--- src/rtl/int_issue_exec.sv ---
// Single-entry integer issue/execute stage: accepts one ready entry from the issue queue,
// executes it on a small ALU and holds the tagged result until the CDB grants. Optional MUL via INT_MUL_EN.
module int_issue_exec #(
  parameter int unsigned DW      = 32,
  parameter int unsigned TAGW    = 6,
  parameter int unsigned MUL_LAT = 3
) (
  input  logic            clk,
  input  logic            rst_n,
  input  logic            issueque_ready,
  input  logic [1:0]      data_sel,
  input  logic [2:0]      issue_opcode,
  input  logic [TAGW-1:0] issue_rd_tag,
  input  logic [DW-1:0]   issue_rs1_data,
  input  logic [DW-1:0]   issue_rs2_data,
  output logic            issueblk_done,
  output logic            cdb_req,
  input  logic            cdb_grant,
  output logic [TAGW-1:0] cdb_tag_out,
  output logic [DW-1:0]   cdb_data_out,
  output logic [1:0]      issued_slot,
  output logic            busy
);

  localparam int unsigned SHW = $clog2(DW);
  localparam int unsigned CW  = (MUL_LAT > 1) ? $clog2(MUL_LAT) : 1;
`ifdef INT_MUL_EN
  localparam bit MUL_EN = 1'b1;
`else
  localparam bit MUL_EN = 1'b0;
`endif

  typedef enum logic [1:0] {IDLE, EXEC, WB} state_e;

  state_e          state_q, state_d;
  logic [2:0]      op_q, op_d;
  logic [TAGW-1:0] tag_q, tag_d;
  logic [DW-1:0]   rs1_q, rs1_d;
  logic [DW-1:0]   rs2_q, rs2_d;
  logic [1:0]      slot_q, slot_d;
  logic            req_q, req_d;
  logic [TAGW-1:0] res_tag_q, res_tag_d;
  logic [DW-1:0]   res_q, res_d;
  logic            busy_q, busy_d;
  logic [CW-1:0]   cnt_q, cnt_d;

  logic [DW-1:0]   alu_res;
  logic [SHW-1:0]  shamt;
  logic            is_mul;
  logic            exec_done;

  assign shamt     = rs2_q[SHW-1:0];
  assign is_mul    = MUL_EN && (op_q == 3'b111);
  assign exec_done = !is_mul || (cnt_q == '0);

  // Result datapath on the captured operands
  always_comb begin
    alu_res = '0;
    case (op_q)
      3'b000: alu_res = rs1_q + rs2_q;
      3'b001: alu_res = rs1_q - rs2_q;
      3'b010: alu_res = rs1_q & rs2_q;
      3'b011: alu_res = rs1_q | rs2_q;
      3'b100: alu_res = rs1_q ^ rs2_q;
      3'b101: alu_res = DW'($signed(rs1_q) < $signed(rs2_q));
      3'b110: alu_res = rs1_q << shamt;
`ifdef INT_MUL_EN
      3'b111: alu_res = rs1_q * rs2_q;
`else
      3'b111: alu_res = rs1_q >> shamt;
`endif
      default: alu_res = '0;
    endcase
  end

  // Next-state and register-update logic
  always_comb begin
    state_d       = state_q;
    op_d          = op_q;
    tag_d         = tag_q;
    rs1_d         = rs1_q;
    rs2_d         = rs2_q;
    slot_d        = slot_q;
    req_d         = req_q;
    res_tag_d     = res_tag_q;
    res_d         = res_q;
    busy_d        = busy_q;
    cnt_d         = cnt_q;
    issueblk_done = 1'b0;
    case (state_q)
      IDLE: begin
        issueblk_done = issueque_ready;
        if (issueque_ready) begin
          op_d    = issue_opcode;
          tag_d   = issue_rd_tag;
          rs1_d   = issue_rs1_data;
          rs2_d   = issue_rs2_data;
          slot_d  = data_sel;
          cnt_d   = CW'(MUL_LAT - 1);
          busy_d  = 1'b1;
          state_d = EXEC;
        end
      end
      EXEC: begin
        if (exec_done) begin
          res_d     = alu_res;
          res_tag_d = tag_q;
          req_d     = 1'b1;
          state_d   = WB;
        end else begin
          cnt_d = cnt_q - CW'(1);
        end
      end
      WB: begin
        if (cdb_grant) begin
          req_d   = 1'b0;
          busy_d  = 1'b0;
          state_d = IDLE;
        end
      end
      default: begin
        req_d   = 1'b0;
        busy_d  = 1'b0;
        state_d = IDLE;
      end
    endcase
  end

  always_ff @(posedge clk or negedge rst_n) begin
    if (!rst_n) begin
      state_q   <= IDLE;
      op_q      <= '0;
      tag_q     <= '0;
      rs1_q     <= '0;
      rs2_q     <= '0;
      slot_q    <= '0;
      req_q     <= 1'b0;
      res_tag_q <= '0;
      res_q     <= '0;
      busy_q    <= 1'b0;
      cnt_q     <= '0;
    end else begin
      state_q   <= state_d;
      op_q      <= op_d;
      tag_q     <= tag_d;
      rs1_q     <= rs1_d;
      rs2_q     <= rs2_d;
      slot_q    <= slot_d;
      req_q     <= req_d;
      res_tag_q <= res_tag_d;
      res_q     <= res_d;
      busy_q    <= busy_d;
      cnt_q     <= cnt_d;
    end
  end

  assign cdb_req      = req_q;
  assign cdb_tag_out  = res_tag_q;
  assign cdb_data_out = res_q;
  assign issued_slot  = slot_q;
  assign busy         = busy_q;

endmodule

--- config.mk ---
export PLATFORM = sky130hd
export DESIGN_NAME = int_issue_exec
export DESIGN_NICKNAME = d
export VERILOG_FILES = /design/src/rtl/int_issue_exec.sv
export SDC_FILE = /design/constraint.sdc
export NUM_CORES = 1
export LEC_CHECK = 0
export CAP_MARGIN = 30
export CORE_ASPECT_RATIO = 0.9
export CORE_UTILIZATION = 30
export CTS_CLUSTER_SIZE = 10
export DETAILED_ROUTE_END_ITERATION = 12
export SLEW_MARGIN = 20
export SYNTH_ARGS = -nofsm -noshare
export SYNTH_HDL_FRONTEND = slang
export SYNTH_SLANG_ARGS = --single-unit
--- constraint.sdc ---
create_clock -name clk -period 11.6 [get_ports clk]
set_input_delay 1.16 -clock clk [delete_from_list [all_inputs] [get_ports clk]]
set_output_delay 1.16 -clock clk [all_outputs]
set_load 0.02 [all_outputs]
* Yosys cells after proc, flatten, opt, wreduce, memory -nomap -nowiden *
Cells that the tools add are included.

word-level totals
  flip-flop bits (word level) = 117
  bits of input ports = 79
  output and inout port bits = 43
  word-level logic and storage cells = 46

cells by class
  $add $sub $neg = 2
  $lt $le $gt $ge = 1
  equality and inequality tests = 11
  shift-type cells = 2
  muxes and demuxes = 9
  bitwise logic cells = 5
  reduce and logical (&&, ||, !) cells = 6

operator list
  kind                count
  $pmux 32 s8         1
  $add 32x32->32      1
  $and 32x32->32      1
  $lt 32x32->1        1
  $or 32x32->32       1
  $shl 32x5->32       1
  $shr 32x5->32       1
  $sub 32x32->32      1
  $xor 32x32->32      1
  $eq 3x3->1 const B  4
  $eq 3x2->1 const B  2
  $pmux 1 s3          2
  $pmux 2 s3          1
  $reduce_and 2->1    3
  $mux 2              2
  $ne 2x2->1 const B  2
  $eq 3x1->1 const B  1
  $logic_not 3->1     1
  $mux 1              3
  $reduce_and 3->1    1
  $eq 2x1->1 const B  1
  $eq 2x2->1 const B  1
  $logic_not 2->1     1
  $not 1->1           2

* Depth between registers and ports, before layout *
Gate-level depths: netlist (run 1).

  word-level depth = 3
  gate-level depth with buffers = 15
  mapped depth without buffers = 12

* Worst setup path before layout (run 1) *
No wires, ideal clock.

  path kind = register to register
  start point = reg rs2_q[3]
  end point = reg res_q[23], in the netlist cdb_data_out[23]
  setup time = 0.134 ns
  arrival = 3.499 ns
  required time = 11.466 ns
  setup slack = 7.967 ns
  cell stages (with the launch flop) = 16
  buffers on the path = 4
  period minus slack after synthesis = 3.633 ns
  cells stage by stage = dfrtp_1 > clkinv_1 > clkbuf_1 > clkbuf_1 > clkbuf_1 > ha_1 > buf_4 > nand3_1 > and2_2 > a211oi_2 > o21ba_2 > or4_1 > a21o_1 > a221o_1 > o21ai_1 > a31oi_1

between the ends
  word-level cells in the longest chain between the ends = 2

RTL lines
  item                                    RTL line  source
  from (decl)                             39        logic [DW-1:0] rs2_q, rs2_d;
  from (signal assigned)                  147       rs2_q <= rs2_d;
  $sub 32x32->32 (tied with other cells)  61        3'b001: alu_res = rs1_q - rs2_q;
  $pmux 32 s8 (*)                         59        case (op_q)
  to (signal assigned)                    151       res_q <= res_d;
  to (decl)                               43        logic [DW-1:0] res_q, res_d;

Every way passes the cells marked *; elsewhere a longest branch is shown, timed or not.
A chain may end at the register's enable or synchronous reset.

* Worst setup path after layout (run 1) *
  start point = in issueque_ready
  end point = out issueblk_done

between the ends
  word-level cells in the longest chain between the ends = 1

RTL lines
  item         RTL line  source
  from (decl)  10        input logic issueque_ready,
  $mux 1       90        case (state_q)
  to (decl)    16        output logic issueblk_done,

Every way passes these cells.

==> qor.txt, run 1 <==
Final number of setup-violating endpoints: 0
GRT Util Overall: 0.268
Status: finished, final reports clean
CP bufs+invs: 3
Routed vias/inst: 6.02
Setup TNS: 0 ps
TritonCTS sink count: 117
EDFF count, synth: 0
WL/cell: 26.5 um
Syn Inst Count: 1549
Uppermost layer routed: met4
Ys flop type: dfrtp_1
Max-slew violations: 0
Post-CTS sizing: 0
Min-Delay Path Class: reg -> reg
Antenna-violating nets left: 0
Worst R2R Setup Slack: 7390 ps
DR DRC count: 0
Hold Buf Count CTS: 0
Seq/Total Area, Yosys: 0.234
Clock root buffer: clkbuf_16
Die width: 217 um
Total Wirelength: 57000 um
Setup Skew: 13.5 ps
Initial Utilization: 0.306
IO Port Bufs: 121
Yosys cell types: 91
Gr ovfl total: 0
Crit path largest cell delay: 720 ps
Core area: 40800 um2
Unrepaired setup endpoints after global routing: false
Synth warnings: 0
HPWL after detailed placement: 42400 um
Vias in the first global route: 12339
Largest net degree at the start of global routing: 76
Synth top area share: 0.234
CTS tree: done
Commonest cells in the netlist: nand2_1 (173), nor2_1 (161), o21ai_0 (154), a21oi_1 (133), dfrtp_1 (117)
Most frequent cell after synthesis: nand2_1
Fmax: 234 MHz
I/O pin total: 122
Post-CTS Setup Bufs: 0
Worst Max-Slew Pin Slew: 979 ps
Slowest cell on crit path: clkdlybuf4s50_1
CP max FO: 67
Setup Crit Path Kind: in -> out
Post-Syn Nets: 1727
Gp weighted congestion: 1.00
Drt first pass iters: 6
Met3 routed WL: 5210 um
Height of the die: 196 um
Synthesized area per cell: 8.07 um2
Post-Syn Area: 12500 um2
Worst path most repeated cell: clkdlybuf4s50_1
Worst skew pair latency: 440 ps
Period utilisation layout: 0.368
WL met2: 24600 um
CTS Buf Count: 17
First-pass GRT wire length: 84800 um
Slew HR: 0.346
Final Critical Period: 4270 ps
CP Data Required Time: 10440 ps
Row count: 70
Share of cells above drive strength 1: 0.103
Max-Cap Viols: 0
Clock-pin slew on the worst setup and hold paths: 70 ps
Cell family with most CP delay: buffers and inverters
Via count: 12963
WL met1: 26200 um
# nets final: 1781
Initial antenna violation count: 1
Launching element type of the critical path: primary input
CP Capture Type: primary output
Synth top area cells: dfrtp_1 (23%), ha_1 (9.7%), mux4_2 (8.6%)
Crit-path cells: clkdlybuf4s50_1, nor3b_2, buf_4, clkdlybuf4s50_1
Clock Path Buffers: 2
Synth area leader: dfrtp_1
Diode count: 0
Final Hold Violating Endpoints: 0
Area growth from synthesis to layout: 17.2%
Synth Register Bits: 117
DRT iter0 DRCs: 1560
H-tree levels: 4
Async set or reset register ratio after synthesis: 1.00
Data arrival, critical path: 3110 ps
Die Area: 42500 um2
## per-stage QoR
step                std cells  hold slack, ps   util  area [um2]  setup WS [ps]
floorplan                1549             435      -       12500           7970
global route             2155             481  0.359       14700           7190
CTS                      2154             463  0.359       14600           7300
detailed placement       2123             449  0.344       14000           7320
global placement         2122             445  0.344       14000           7330
finish                   2155             461  0.359       14700           7330
## kinds of logic after synthesis
family          Yosys count  synth area share
fa+ha+maj                99             0.100
flops                   117             0.234
buf+inv                 218            0.0765
compound gates          537             0.283
simple gates            455             0.160
xor+xnor                 16            0.0112
mux                     107             0.136
## routing by layer
metal	global-route usage	vias up
li1	-	5751
met1	0.406	6458
met2	0.395	690
met3	0.0437	64
met4	0.0587	0
met5	0	-
## worst min-delay path, cell delays in order, from the launching register on
cell and delay, ps:
dfrtp_1 340, nand2_1 50, nand2_1 50
## layout by cell type, fill, tap and decap left out, types with 9 or more instances in the layout
cell type        instances
nand2_1                173
nor2_1                 160
o21ai_0                154
a21oi_1                133
clkdlybuf4s50_1        120
dfrtp_1                115
inv_1                   97
ha_1                    97
mux4_2                  48
mux2i_1                 41
buf_4                   26
o211ai_1                23
nand3_1                 22
nor3_1                  22
a221oi_1                22
o22ai_1                 18
a31oi_1                 17
clkbuf_16               17
mux2_2                  16
a211oi_1                16
o21ai_1                 15
xnor2_1                 15
nand2b_1                14
a211o_1                 13
or3_1                   13
o31ai_1                 12
a21o_1                  12
o221ai_1                12
nor4_1                  11
nor2b_1                  9
## path summary, 6_finish.rpt
kind | start | depth (start not counted) | end
worst max-delay path | issueque_ready | 4 | issueblk_done
worst min register to register | tag_q[3] | 2 | cdb_tag_out[3]
worst max register to register | rs2_q[2] | 12 | cdb_data_out[0]
min in group asynchronous | rst_n | 1 | rs2_q[9]
max in group asynchronous | rst_n | 2 | rs1_q[29]
worst min-delay path | tag_q[3] | 2 | cdb_tag_out[3]
## cell type report
cell class | instances | area [um2]
Clock buffer | 20 | 467
Multi-Input combinational cell | 1214 | 8650
Sequential cell | 117 | 2930
Fill cell | 4312 | 26200
Inverter | 106 | 403
Timing Repair Buffer | 147 | 1400
Tap cell | 540 | 676
Clock inverter | 11 | 128
## registers in the layout, indices dropped and copies added (netlist names)
signal and cells:
op_q 3, state_q 2, cdb_req 1, rs2_q 32, tag_q 6, issued_slot 2
cdb_data_out 32, cdb_tag_out 6, busy 1, rs1_q 32
Power of run 1 is not shown: default switching activity piles up to over one toggle a cycle in this logic, so the estimate is an artifact.
==> inputs of run 2 (changes only) <==
==> constraint.sdc (replaced) <==
create_clock -name clk -period 3.8 [get_ports clk]
set_input_delay 0.38 -clock clk [delete_from_list [all_inputs] [get_ports clk]]
set_output_delay 0.38 -clock clk [all_outputs]
set_load 0.02 [all_outputs]
==> run 2 against run 1 <==
Against the previous run: count of clock-buffer cells in the layout shrank 2; via count grew 2.2%; utilization grew 1.1 points; global-route usage grew 0.12 points; cell count grew 2.3%; register-to-register slack lost 7200 ps; routed wire length grew 0.11%; clock skew grew 1.3 ps; sequential cell count is the same.
==> qor.txt, run 2 (synthesis gave the netlist of run 1 again) <==
Status: finished, final reports clean
Antenna-violating nets left: 0 (unchanged)
Via count: 13249 (+2.2%)
CP Data Required Time: 4130 ps (-6310 ps)
Final Hold Violating Endpoints: 0 (unchanged)
Diode count: 0 (unchanged)
Post-CTS Setup Bufs: 0 (unchanged)
Max-slew violations: 0 (unchanged)
Period utilisation layout: 0.961
Vias in the first global route: 12676 (+2.7%)
Row count: 70 (unchanged)
Cell family with most CP delay: compound AO/OA/AOI/OAI gates
Post-CTS sizing: 0 (unchanged)
Min-Delay Path Class: in -> async
DR DRC count: 0 (unchanged)
Data arrival, critical path: 3980 ps (+870 ps)
Clock-pin slew on the worst setup and hold paths: 60 ps (about the same)
Routed vias/inst: 6.01 (-0.11%)
First-pass GRT wire length: 85100 um (+0.32%)
Area growth from synthesis to layout: 20.7%
Setup Skew: 14.9 ps (+1.32 ps)
Commonest non-fill, non-tap cell in the layout: nand2_1
Core area: 40800 um2 (unchanged)
Setup TNS: 0 ps (unchanged)
WL/cell: 25.9 um (-2.2%)
Crit-path cells: inv_1, ha_1, nand2_1, o41ai_4, o2111ai_1, o2111a_2, a21boi_4, a22oi_2, mux2_4, o32ai_2, o21ai_1
CP Launch Point: rs1_q[9]
I/O pin total: 122 (unchanged)
Initial antenna violation count: 1 (unchanged)
Max-Cap Viols: 0 (unchanged)
Worst skew pair latency: 460 ps (+20 ps)
Most frequent cells in the layout: nand2_1 (173), nor2_1 (160), o21ai_0 (154)
CTS Buf Count: 17 (unchanged)
Initial Utilization: 0.306 (unchanged)
Total Wirelength: 57100 um (+0.11%)
Share of cells above drive strength 1: 0.130 (+0.0269)
Die Area: 42500 um2 (unchanged)
GRT Util Overall: 0.270 (+0.00117)
Crit path largest cell delay: 620 ps (-100 ps)
Height of the die: 196 um (unchanged)
Clock Path Buffers: 2 (unchanged)
Final number of setup-violating endpoints: 0 (unchanged)
Unrepaired setup endpoints after global routing: false
Worst Max-Slew Pin Slew: 905 ps (-73.9 ps)
Largest net degree at the start of global routing: 118 (+55%)
IO Port Bufs: 121 (unchanged)
Reg2reg start: rs1_q[9]
DRT iter0 DRCs: 1702 (+9.1%)
CP max FO: 13 (-81%)
Slew HR: 0.390 (+0.0437)
HPWL after detailed placement: 43300 um (+2.0%)
Slowest cell on crit path: dfrtp_1
Die width: 217 um (unchanged)
CTS tree: done
TritonCTS sink count: 117 (unchanged)
Drt first pass iters: 6 (unchanged)
Launching element type of the critical path: flop
CP Capture Type: flop
CP bufs+invs: 1 (-2)
Gr ovfl total: 0 (unchanged)
Setup Crit Path Kind: reg -> reg
Fmax: 274 MHz
# nets final: 1830 (+2.8%)
Final Critical Period: 3650 ps
Gp weighted congestion: 1.05 (+5.5%)
H-tree levels: 4 (unchanged)
Final Util: 0.370 (+0.0107)
Clock root buffer: clkbuf_16
Hold Buf Count CTS: 0 (unchanged)
-- run 2: path summary, 6_finish.rpt --
kind,slack (ps),to,depth (start not counted)
max in group asynchronous,3230,rs2_q[25],2
min in group clk,460,cdb_tag_out[3],2
worst max-delay path,150,cdb_data_out[28],11
worst min-delay path,30,rs1_q[8],2
worst min register to register,460,cdb_tag_out[3],2
worst max register to register,150,cdb_data_out[28],11
-- run 2: worst register-to-register path, cell delays in order (launching register included) --
cell       delay [ps]
dfrtp_1           620
inv_1             120
ha_1              590
nand2_1           220
o41ai_4           440
o2111ai_1         200
o2111a_2          270
a21boi_4          240
a22oi_2           150
mux2_4            340
o32ai_2           250
o21ai_1           100
-- run 2: area by class of cell --
cell class | count | area, um2
Clock buffer | 18 | 439
Multi-Input combinational cell | 1214 | 8640
Fill cell | 4251 | 25700
Inverter | 106 | 403
Timing Repair Buffer | 196 | 1820
Clock inverter | 14 | 174
Sequential cell | 117 | 2930
Tap cell | 540 | 676
-- run 2: per-layer routing --
metal  global-route usage  vias to the layer above  wire (um)
met5                    0                        -          0
li1                     -                     5864          -
met1                0.394                     6520      25500
met3               0.0467                      103       5430
met4               0.0952                        0       1860
met2                0.395                      762      24300
-- run 2: per-stage QoR --
step | area [um2] | setup WS [ps] | cells | hold WS, ps
3_5_place_dp | 14500 | 279 | 2173 | 454
3_3_place_gp | 14500 | 221 | 2173 | 441
4_1_cts | 15100 | 263 | 2205 | 72.9
5_1_grt | 15100 | 62.7 | 2205 | 98.8
6_report | 15100 | 150 | 2205 | 31.4
2_1_floorplan | 12500 | 167 | 1549 | 84.4
Power of run 2 is left out for the same reason.
